**src/rtl/fact_accel_if.sv**
```systemverilog
// Data-memory bus slice between the CPU address decoder and the factorial accelerator.
// Writes take effect at the rising edge; rd is combinational from addr.
interface fact_accel_if #(
  parameter int DATA_WIDTH = 32
);
  logic                  we;
  logic [1:0]            addr;
  logic [DATA_WIDTH-1:0] wd;
  logic [DATA_WIDTH-1:0] rd;

  modport master (output we, addr, wd, input rd);
  modport slave  (input we, addr, wd, output rd);
endinterface

```
**src/rtl/fact_accel.sv**
```systemverilog
// Memory-mapped iterative factorial: one multiply per clock, done after max(n,1) edges past the go write.
// No backpressure: bus writes are always accepted and reads are combinational without side effects.
module fact_accel #(
  parameter int DATA_WIDTH = 32,
  parameter int N_WIDTH    = 4,
  parameter int N_MAX      = 12
) (
  input  logic         clk,
  input  logic         rst,
  fact_accel_if.slave  bus
);

  localparam logic [1:0] ADDR_N      = 2'd0;
  localparam logic [1:0] ADDR_GO     = 2'd1;
  localparam logic [1:0] ADDR_STATUS = 2'd2;
  localparam logic [1:0] ADDR_RESULT = 2'd3;

  localparam logic [1:0] ST_IDLE = 2'd0;
  localparam logic [1:0] ST_CALC = 2'd1;
  localparam logic [1:0] ST_DONE = 2'd2;

  localparam logic [N_WIDTH-1:0] N_MAX_C = N_WIDTH'(N_MAX);
  localparam logic [N_WIDTH-1:0] ONE_N   = N_WIDTH'(1);

  logic [1:0]            state_q,  state_d;
  logic [N_WIDTH-1:0]    n_q,      n_d;
  logic                  go_q,     go_d;
  logic                  done_q,   done_d;
  logic                  err_q,    err_d;
  logic [DATA_WIDTH-1:0] result_q, result_d;
  logic [DATA_WIDTH-1:0] acc_q,    acc_d;
  logic [N_WIDTH-1:0]    cnt_q,    cnt_d;

  logic                  go_wr;
  logic                  n_wr;
  logic [DATA_WIDTH-1:0] cnt_ext;
  logic [DATA_WIDTH-1:0] rd_dat;

  assign go_wr   = bus.we && (bus.addr == ADDR_GO);
  assign n_wr    = bus.we && (bus.addr == ADDR_N);
  assign cnt_ext = {{(DATA_WIDTH-N_WIDTH){1'b0}}, cnt_q};

  always_comb begin
    state_d  = state_q;
    n_d      = n_q;
    go_d     = go_q;
    done_d   = done_q;
    err_d    = err_q;
    result_d = result_q;
    acc_d    = acc_q;
    cnt_d    = cnt_q;

    if (n_wr)  n_d  = bus.wd[N_WIDTH-1:0];
    if (go_wr) go_d = bus.wd[0];

    case (state_q)
      ST_IDLE, ST_DONE: begin
        // The operand is latched here, so later N writes cannot disturb a running job.
        if (go_wr && bus.wd[0]) begin
          state_d = ST_CALC;
          cnt_d   = n_q;
          acc_d   = DATA_WIDTH'(1);
          done_d  = 1'b0;
          err_d   = 1'b0;
        end
      end
      ST_CALC: begin
        if (cnt_q > N_MAX_C) begin
          state_d  = ST_DONE;
          err_d    = 1'b1;
          done_d   = 1'b1;
          result_d = '0;
        end else if (cnt_q <= ONE_N) begin
          state_d  = ST_DONE;
          done_d   = 1'b1;
          result_d = acc_q;
        end else begin
          acc_d = acc_q * cnt_ext;
          cnt_d = cnt_q - ONE_N;
        end
      end
      default: state_d = ST_IDLE;
    endcase
  end

  always_comb begin
    rd_dat = '0;
    case (bus.addr)
      ADDR_N:      rd_dat[N_WIDTH-1:0] = n_q;
      ADDR_GO:     rd_dat[0]           = go_q;
      ADDR_STATUS: rd_dat[1:0]         = {err_q, done_q};
      ADDR_RESULT: rd_dat              = result_q;
      default:     rd_dat              = '0;
    endcase
  end

  assign bus.rd = rd_dat;

  always_ff @(posedge clk) begin
    if (rst) begin
      state_q  <= ST_IDLE;
      n_q      <= '0;
      go_q     <= 1'b0;
      done_q   <= 1'b0;
      err_q    <= 1'b0;
      result_q <= '0;
      acc_q    <= '0;
      cnt_q    <= '0;
    end else begin
      state_q  <= state_d;
      n_q      <= n_d;
      go_q     <= go_d;
      done_q   <= done_d;
      err_q    <= err_d;
      result_q <= result_d;
      acc_q    <= acc_d;
      cnt_q    <= cnt_d;
    end
  end

endmodule

```
**src/flat_wrapper.sv**
```systemverilog
// flat-port wrapper written by rule: the top's interface ports become plain ports
module fact_accel_flat 
#(
  parameter int DATA_WIDTH = 32,
  parameter int N_WIDTH    = 4,
  parameter int N_MAX      = 12
)
  (clk, rst, bus_we, bus_addr, bus_wd, bus_rd);
  fact_accel_if #(.DATA_WIDTH(DATA_WIDTH)) bus_i ();
  input  logic clk;
  input  logic rst;
  input wire logic [$bits(bus_i.we)-1:0] bus_we;
  input wire logic [$bits(bus_i.addr)-1:0] bus_addr;
  input wire logic [$bits(bus_i.wd)-1:0] bus_wd;
  output wire logic [$bits(bus_i.rd)-1:0] bus_rd;
  assign bus_i.we = bus_we;
  assign bus_i.addr = bus_addr;
  assign bus_i.wd = bus_wd;
  assign bus_rd = bus_i.rd;
  fact_accel #(.DATA_WIDTH(DATA_WIDTH), .N_WIDTH(N_WIDTH), .N_MAX(N_MAX)) u_core (.clk(clk), .rst(rst), .bus(bus_i));
endmodule
```
**config.mk**
```make
export PLATFORM = sky130hd
export DESIGN_NAME = fact_accel_flat
export DESIGN_NICKNAME = d
export VERILOG_FILES = /design/src/rtl/fact_accel_if.sv /design/src/rtl/fact_accel.sv /design/src/flat_wrapper.sv
export SDC_FILE = /design/constraint.sdc
export NUM_CORES = 1
export LEC_CHECK = 0
export ABC_CLOCK_PERIOD_IN_PS = 5500
export CORE_AREA = 2 2 113 115
export DETAILED_ROUTE_END_ITERATION = 12
export DIE_AREA = 0 0 115 117
export PLACE_DENSITY_LB_ADDON = 0.2
export SLEW_MARGIN = 20
export SYNTH_ARGS = -nofsm -noshare
export SYNTH_HDL_FRONTEND = slang
export SYNTH_SLANG_ARGS = --single-unit
```
**constraint.sdc**
```tcl
create_clock -name clk -period 5.5 [get_ports clk]
set_input_delay 1.1 -clock clk [delete_from_list [all_inputs] [get_ports clk]]
set_output_delay 1.1 -clock clk [all_outputs]
set_load 0.005 [all_outputs]
```
==> impl_metrics.py <==
metrics = {
    "layout": {
        "seq_area_um2": 1540,
        "antennaDiodeCount": 0,
        "multiInputGateArea_um2": 4840,
        "layout.cells.most_common_list": "inv_1, and2_1, nand2_1, dfxtp_1, nor2_1",
        "layout.cells.non_filler": 1057,
        "area.growth.synth_to_final_pct": 11.3,
        "mostFrequentLayoutCell": "inv_1",
        "nFillCells": 1042,
        "post-route-util_pct": 63.4,
        "fin_nets": 1036,
        "drive_gt1_share_pct": 4.41,
    },
    "route": {
        "firstDrtPassIters": 6,
        "vias_per_instance": 5.73,
        "routed_wire_length_per_instance_um": 15.9,
        "route.detailed.drc": 0,
        "routed_wl_mm": 16.8,
        "drt_iter0_markers": 333,
        "route.antenna.remaining_nets": 0,
        "detailroute.via_count": 6061,
    },
    "synth": {
        "synth_top_flop_cell": "dfxtp_1",
        "yosysWarnings": 0,
        "yosys.cell_types.count": 56,
        "yosys.area.top_type_share_pct": 22.0,
        "nets_in_the_synthesized_netlist": 1027,
        "top_area_cells_in_the_synthesized_netlist": "dfxtp_1, fa_1, and2_1, ha_1, inv_1",
        "mappedNetlistArea_um2": 7020,
        "syn_area_per_cell_um2": 7.86,
        "synth_seq_area_share_pct": 22.0,
        "synth_cells": 893,
        "synth_edf_count": 0,
        "netlist.top_cell.by_area": "dfxtp_1",
        "synth-seq-cells": 77,
        "postSynth.asyncResetShare_pct": 0,
    },
    "die": {
        "die_h_um": 117,
        "boundaryPins": 69,
        "initial_core_util_pct": 57.0,
        "fp.dieW_um": 115,
        "floorplan.core_area_um2": 12300,
        "die_footprint_um2": 13500,
        "fp_rows": 41,
    },
    "global_routing": {
        "number_of_antenna_violations_at_the_first_check_in_global_routing": 0,
        "grt_first_pass_wirelength_mm": 28.7,
        "via_count_of_the_first_global_routing_pass": 5932,
        "overflow": 0,
        "grt_start_max_net_pins": 62,
        "grt_use_total_pct": 26.8,
    },
    "cts": {
        "cts_setup_buffers": 0,
        "post_cts_resized": 0,
        "clock_tree.root_cell": "clkbuf_16",
        "clk-insertion-delay-late_ns": 0.36,
        "cts_max_level": 3,
        "tritoncts_clock_tree": "built",
        "clock_sinks": 77,
        "cts_buffers": 9,
        "worst_setup_hold_path_clk_slew_ns": 0.06,
        "postCtsHoldBufs": 0,
        "clk_path_buf_depth": 2,
    },
    "status": {
        "outcome": "completed",
    },
    "sta": {
        "hold_slack_ns": 0.463,
        "fin_crit_ns": 4.30,
        "timing_worst_slew_pin_value_ns": 0.814,
        "slew_headroom_pct": 45.8,
        "skew_ns": 0.00922,
        "final-max-slew-violation-count": 0,
        "setup-tns-final_ns": 0,
        "timing_hold_violations_final": 0,
        "rsz0062_at_grt": "no",
        "fin_crit_sh_pct": 78.2,
        "final_worst_setup_slack_ns": 1.20,
        "setup_violations": 0,
        "max_freq_mhz": 232,
    },
    "pwr": {
        "vdd_ir_drop_max_v": 0.000118,
        "power-per-cell-area_nw_per_um2": 160,
        "leakage_nw": 3.42,
    },
    "critical_path": {
        "crit_path_end_kind": "flip-flop",
        "startpoint_type": "flip-flop",
        "cp.arrival_ns": 4.51,
        "crit_fanout": 23,
        "criticalPathCategory": "reg -> reg",
        "cp_data_required_time_ns": 5.71,
    },
    "flow_run": {
        "drv_cap": 0,
    },
    "place": {
        "placement.io_buffers": 40,
        "dp.final_hpwl_mm": 12.1,
        "gp_congestion": 0.958,
        "place_worst_setup_slack_ns": 1.30,
        "number_of_cells_after_detailed_placement": 1041,
    },
    "worst_hold_path": {
        "hold_class": "reg -> reg",
    },
}
==> per-stage QoR <==
| step | cell area, um2 | total power, mW |
|---|---|---|
| 2_1_floorplan | 7020 | 0.598 |
| 3_3_place_gp | 7490 | 0.614 |
| 3_5_place_dp | 7490 | 0.616 |
| 4_1_cts | 7810 | 1.26 |
| 5_1_grt | 7810 | 1.28 |
| 6_report | 7810 | 1.25 |
==> kinds of logic after synthesis <==
| family | after synthesis | synth area share (%) |
|---|---|---|
| xor gates and xnor gates | 28 | 3.49 |
| and+or+nand+nor | 342 | 24.6 |
| adders and majority gates | 97 | 23.4 |
| AOI/OAI and AO/OA | 176 | 17.0 |
| muxes | 2 | 0.303 |
| buffers and inverters | 171 | 9.24 |
| DFF | 77 | 22.0 |
==> cell usage after synthesis, drive strengths merged, types with 6 or more instances <==
cell type / count
xor2: 9
a21oi: 50
nand2: 93
clkbuf: 48
a21o: 15
fa: 57
inv: 119
a22oi: 40
o211ai: 6
nor3: 13
o21ai: 31
ha: 40
and2: 115
xnor2: 19
dfxtp: 77
nand3: 25
nor2: 65
a31oi: 6
==> layer usage <==
metal	GRT usage, %	vias up	part of all wire [%]	routed length (um)
met2	44.4	145	48	8060
met1	35.6	2950	46	7680
met5	0	-	0	0
met3	3.66	41	3.9	650
li1	-	2925	-	-
met4	11.1	0	2.7	455
==> power by group <==
group          total (mW)  switching (mW)  internal, mW
combinational      0.0415          0.0288        0.0127
clock               0.649           0.247         0.402
sequential          0.562         0.00252         0.560
==> critical path, cell delays in order, from the launching register on <==
cell and delay (ns):
dfxtp_1 0.46, buf_4 0.30, and2_1 0.21, fa_1 0.54
inv_1 0.06, fa_1 0.53, inv_1 0.04, ha_1 0.40
and3_1 0.26, and3_1 0.16, o21ai_1 0.16, a21oi_1 0.19
a211oi_1 0.45, a21oi_1 0.15, xnor2_1 0.17, o21ai_1 0.07
==> final cells by class <==
| type | instances | area share [%] |
|---|---|---|
| flip-flops and latches | 77 | 19.7 |
| inverters | 119 | 5.72 |
| multi-input cells | 645 | 62.0 |
| clock inverters | 2 | 0.497 |
| clock buffers | 14 | 3.64 |
| repair buffers | 50 | 6.02 |
| well taps | 150 | 2.40 |
==> final timing paths <==
kind | endpoint | slack (ns) | cells past startpoint | from
setup reg to reg | u_core.acc_q[31]$_SDFFE_PP0P_ | 1.20 | 15 | u_core.cnt_q[3]$_SDFFE_PP0P_
setup / recovery | u_core.acc_q[31]$_SDFFE_PP0P_ | 1.20 | 15 | u_core.cnt_q[3]$_SDFFE_PP0P_
hold reg to reg | u_core.go_q$_SDFFE_PP0P_ | 0.46 | 2 | u_core.go_q$_SDFFE_PP0P_
hold / removal | u_core.go_q$_SDFFE_PP0P_ | 0.46 | 2 | u_core.go_q$_SDFFE_PP0P_
==> flip-flops by register name, summed over array words and instances (netlist names) <==
name	cells
u_core.n_q	4
u_core.done_q	1
u_core.state_q	2
u_core.go_q	1
u_core.cnt_q	4
u_core.err_q	1
u_core.result_q	32
u_core.acc_q	32
Note: power is estimated with default switching activity, not from simulation.
